==> src/rtl/sr_regfile_dump.sv <==
// sr_regfile_dump: walks FIRST_REG..LAST_REG over the regfile debug port
// and streams each word out on valid/ready. Optional: SR_REGFILE_DUMP_CSUM_EN.
module sr_regfile_dump #(
    parameter int FIRST_REG = 0,
    parameter int LAST_REG  = 31
) (
    input  logic        clk,
    input  logic        rst_n,
    input  logic        start,
    output logic        busy,
    output logic        done,
    output logic [4:0]  dbg_addr,
    input  logic [31:0] dbg_data,
    output logic        m_valid,
    input  logic        m_ready,
    output logic [31:0] m_data,
    output logic [4:0]  m_index,
    output logic        m_last,
    output logic        m_csum
);

    localparam logic [4:0] FIRST = 5'(FIRST_REG);
    localparam logic [4:0] LAST  = 5'(LAST_REG);

    typedef enum logic [2:0] {
        S_IDLE,
        S_LOAD,
        S_SEND,
        S_CSUM,
        S_DONE
    } state_t;

    state_t      r_state;
    state_t      w_next;
    logic [31:0] r_data;
    logic [4:0]  r_index;
    logic [4:0]  r_addr;
    logic        w_hs;
    logic        w_at_last;

    assign w_hs      = ((r_state == S_SEND) || (r_state == S_CSUM)) && m_ready;
    assign w_at_last = (r_index == LAST);

    // State register
    always_ff @(posedge clk) begin
        if (!rst_n) begin
            r_state <= S_IDLE;
        end else begin
            r_state <= w_next;
        end
    end

    // Next-state logic
    always_comb begin
        w_next = r_state;
        unique case (r_state)
            S_IDLE: begin
                if (start) begin
                    w_next = S_SEND;
                end
            end
            S_SEND: begin
                if (w_hs) begin
                    if (w_at_last) begin
`ifdef SR_REGFILE_DUMP_CSUM_EN
                        w_next = S_CSUM;
`else
                        w_next = S_DONE;
`endif
                    end else begin
                        w_next = S_LOAD;
                    end
                end
            end
            S_LOAD: w_next = S_SEND;
            S_CSUM: begin
                if (w_hs) begin
                    w_next = S_DONE;
                end
            end
            S_DONE: w_next = S_IDLE;
            default: w_next = S_IDLE;
        endcase
    end

`ifdef SR_REGFILE_DUMP_CSUM_EN
    logic [31:0] r_sum;

    // Running sum of every data word accepted by the sink
    always_ff @(posedge clk) begin
        if (!rst_n) begin
            r_sum <= '0;
        end else if (r_state == S_IDLE && start) begin
            r_sum <= '0;
        end else if (r_state == S_SEND && w_hs) begin
            r_sum <= r_sum + r_data;
        end
    end
`endif

    // Word capture, index tracking and debug-port address walk
    always_ff @(posedge clk) begin
        if (!rst_n) begin
            r_data  <= '0;
            r_index <= '0;
            r_addr  <= FIRST;
        end else begin
            case (r_state)
                S_IDLE: begin
                    r_addr <= FIRST;
                    if (start) begin
                        r_data  <= dbg_data;
                        r_index <= FIRST;
                    end
                end
                S_SEND: begin
                    if (w_hs) begin
                        if (!w_at_last) begin
                            r_addr <= 5'(r_index + 5'd1);
                        end else begin
                            r_addr <= FIRST;
`ifdef SR_REGFILE_DUMP_CSUM_EN
                            // checksum word reuses the data register
                            r_data <= r_sum + r_data;
`endif
                        end
                    end
                end
                S_LOAD: begin
                    r_data  <= dbg_data;
                    r_index <= r_addr;
                end
                default: begin
                    r_addr <= r_addr;
                end
            endcase
        end
    end

    // Moore output decode from registered state
    always_comb begin
        busy     = (r_state != S_IDLE);
        done     = (r_state == S_DONE);
        m_valid  = (r_state == S_SEND) || (r_state == S_CSUM);
        m_data   = r_data;
        m_index  = r_index;
        dbg_addr = r_addr;
`ifdef SR_REGFILE_DUMP_CSUM_EN
        m_last   = (r_state == S_CSUM);
        m_csum   = (r_state == S_CSUM);
`else
        m_last   = (r_state == S_SEND) && w_at_last;
        m_csum   = 1'b0;
`endif
    end

endmodule
==> config.mk <==
export PLATFORM = sky130hd
export DESIGN_NAME = sr_regfile_dump
export DESIGN_NICKNAME = d
export VERILOG_FILES = /design/src/rtl/sr_regfile_dump.sv
export SDC_FILE = /design/constraint.sdc
export NUM_CORES = 1
export LEC_CHECK = 0
export BUFFER_PORTS_ARGS = -buffer_cell sky130_fd_sc_hd__buf_2
export CAP_MARGIN = 10
export CORE_MARGIN = 8
export CORE_UTILIZATION = 27
export DETAILED_ROUTE_END_ITERATION = 7
export MAX_ROUTING_LAYER = met4
export SYNTH_ARGS = -nofsm -noshare
export SYNTH_HDL_FRONTEND = slang
export SYNTH_SLANG_ARGS = --single-unit
==> constraint.sdc <==
create_clock -name clk -period 1.65 [get_ports clk]
set_input_delay 0.0825 -clock clk [delete_from_list [all_inputs] [get_ports clk]]
set_output_delay 0.0825 -clock clk [all_outputs]
set_load 0.005 [all_outputs]
==> flow_summary.yaml <==
synth:
  postSynthAreaPerCell_sq_um: 9.147
  seq_area_frac_synth: 0.4497
  synthMuxAreaShare: 0.004997
  yosysTopAreaCell: "dfxtp_1"
  synth_adder_area_share: 0.01249
  synth_top_area_share: 0.4497
  synthSimpleGateAreaFrac: 0.1705
  synth_compound_area_frac: 0.2686
  ys_warn_count: 0
  synth_xor_area_frac: 0.008745
  synth_area_sq_mm: 0.002003
  yosys-top-cells-area: "dfxtp_1 45%, a21boi_1 13%, nand3_1 10%, o21ai_1 7.5%, buf_6 4.5%"
  synth_top_family_by_area: "compound AO/OA/AOI/OAI gates"
  synth.distinct_cells: 30
  synth.ff_latch_count: 45
  synthesis.instances: 219
  syn_nets: 257
drt:
  wl_um: 5705
  vias: 1846
  drt-initial-drc-count: 87
  drc: 0
  ant_nets: 0
  vias_per_cell: 4.685
  wl_per_cell_um: 14.48
  dr.pass1.iters: 4
setup_path:
  worstPathCellList: "ha_1, and3_1, ha_2, and2_1, buf_2"
  critical_path.top_delay_family: "adder cells"
  critPathKind: "reg2out"
  crit_slowest_cell: "dfxtp_4"
  reg2reg_setup_slack_ps: 160
  r2r_start: "m_index[0]"
  critPathBufInv: 1
  worstPathRequired_ps: 1570
  cpPeakStageDelay_ps: 360
  arrival_ps: 1490
  end_kind: "primary output"
  path_max_fanout: 5
  cp-start-kind: "register"
  reg2reg_to: "dbg_addr[1]"
  worst_r2r_path_depth: 6
layout:
  fin_nets: 332
  fin_area_sq_mm: 0.002521
  antenna_cells: 0
  area_growth_pct: 25.86
  drive_above_1_share: 0.3424
  instances_no_fill: 394
  fillers: 791
  final_util: 0.3495
timing:
  fmax_ghz: 0.6351
  finalCritPeriodShare: 0.9542
  worst_pin_slew_ps: 537.9
  setup_ws_ps: 75.49
  final-hold-violation-count: 0
  relSlewSlack: 0.6414
  drv_slew: 0
  min_period_ps: 1575
  skew_ps: 5.304
  finalSetupViolations: 0
  hold_slack_ps: 31.64
floorplan:
  row_count: 31
  core_area_sq_mm: 0.007214
  start_util: 0.2777
  dieHeight_um: 102.1
  num_io_pins: 83
  die_area_sq_mm: 0.01043
  die_x_um: 102.1
clock_tree:
  htree_levels: 2
  insertion_delay_ps: 290
  ctsHoldBuffers: 0
  numCtsBuffers: 5
  root_buffer: "clkbuf_8"
  cts_tree: "built"
  cts_resized: 0
  cts.path.max_buffers: 2
  clk_pin_slew_ps: 80
  post-cts-setup-buffer-count: 0
  cts_sinks: 45
global_routing:
  globalRouteOverflowTotal: 0
  grt_pass1_wl_um: 9059
  antenna_found_initial: 0
  grt_use_total: 0.1114
  grt_max_degree: 38
  grt_pass1_vias: 1816
power:
  p_seq_frac: 0.539
  p_switching_mw: 0.5733
  power.leakage_nw: 1.121
  p_comb_frac: 0.159
  power.density_mw_per_mm2: 859.8
  p_sw_frac: 0.2645
  p_int_mw: 1.594
  vdd_drop_max_mv: 0.2782
  pwr-share-clk: 0.301
run_status:
  outcome: "completed"
placed_design:
  dp_hpwl_um: 4064
  place_ws_ps: 44.62
  placed_area_sq_mm: 0.002432
  place_congestion: 0.7623
  portBuffers: 81
  dpl.cell_count: 386
min_path:
  hold_path.class: "in2reg"
  min-delay-start: "dbg_data[25]"
  whs_path_depth: 3
  worstHoldEndpoint: "m_data[25]"
run:
  maxCapViolations: 0
final cells by class:
class / count / area, sq um / area share
multi-input cells: 152 / 943.4 / 0.3742
clock buffers: 8 / 80.08 / 0.03176
inverters: 1 / 3.754 / 0.001489
flip-flops and latches: 45 / 904.6 / 0.3588
well taps: 99 / 123.9 / 0.04913
repair buffers: 89 / 465.4 / 0.1846
registers in the layout, indices dropped and copies added, names as in the netlist:
register and count:
r_state 3, dbg_addr 5, m_data 32, m_index 5
logic make-up after synthesis:
logic type | count (synthesis)
AOI/OAI and AO/OA | 86
and+or+nand+nor | 60
DFF | 45
buffers and inverters | 22
adders and majority gates | 2
xor gates and xnor gates | 2
other | 1
muxes | 1
power groups by stage:
stage	sequential, mW	clock (mW)	combinational (mW)
global route	1.18	0.751	0.384
floorplan	1.20	0	0.217
detailed placement	1.20	0	0.353
global placement	1.20	0	0.349
finish	1.17	0.653	0.346
CTS	1.17	0.697	0.353
worst max-delay path by stage:
stage / start / to / slack, ps / cells past startpoint
floorplan: m_index[0] / dbg_addr[2] / 200 / 6
global placement: m_index[0] / dbg_addr[2] / 110 / 6
detailed placement: m_index[0] / dbg_addr[1] / 40 / 6
CTS: m_index[0] / m_last / 30 / 5
global route: m_index[0] / m_last / -0.7 / 5
finish: m_index[0] / m_last / 80 / 5
synthesized netlist by cell type, drive strengths merged:
master	number
a21boi	41
a22oi	1
and2	1
and3	1
buf	17
clkbuf	4
conb	1
dfxtp	45
ha	2
inv	1
mux2i	1
nand2	1
nand3	41
nand3b	1
nand4bb	1
nor2	4
nor2b	4
nor3b	2
o211ai	1
o21ai	43
or2	3
or3	1
xor2	2
layer usage:
metal,vias to the layer above,GRT usage,wire length (um)
li1,926,-,-
met1,859,0.1395,2702
met2,56,0.1759,2558
met3,5,0.03065,404
met4,0,0.02032,40
met5,-,-,0
stage by stage:
| step | setup TNS [ps] | power (mW) |
|---|---|---|
| after CTS | 0 | 2.221 |
| after global placement | 0 | 1.544 |
| after global routing | -0.7464 | 2.313 |
| after detailed placement | 0 | 1.549 |
| after floorplan | 0 | 1.415 |
| final | 0 | 2.168 |
worst register-to-register path, cell delays in order (launching register included):
cell,delay (ps)
dfxtp_4,360
ha_1,210
and3_1,190
ha_2,180
nor2b_2,210
nand3_1,100
a21boi_0,170
cells in the final DEF, fill, tap and decap left out, drive strengths merged, types with 2 or more instances in the layout:
master / count
nand3: 41
xor2: 2
o21ai: 43
nor3b: 2
nor2b: 4
ha: 2
a21boi: 41
dfxtp: 45
or2: 3
clkbuf: 8
buf: 89
nor2: 4
Power figures use the tool's default switching activity.
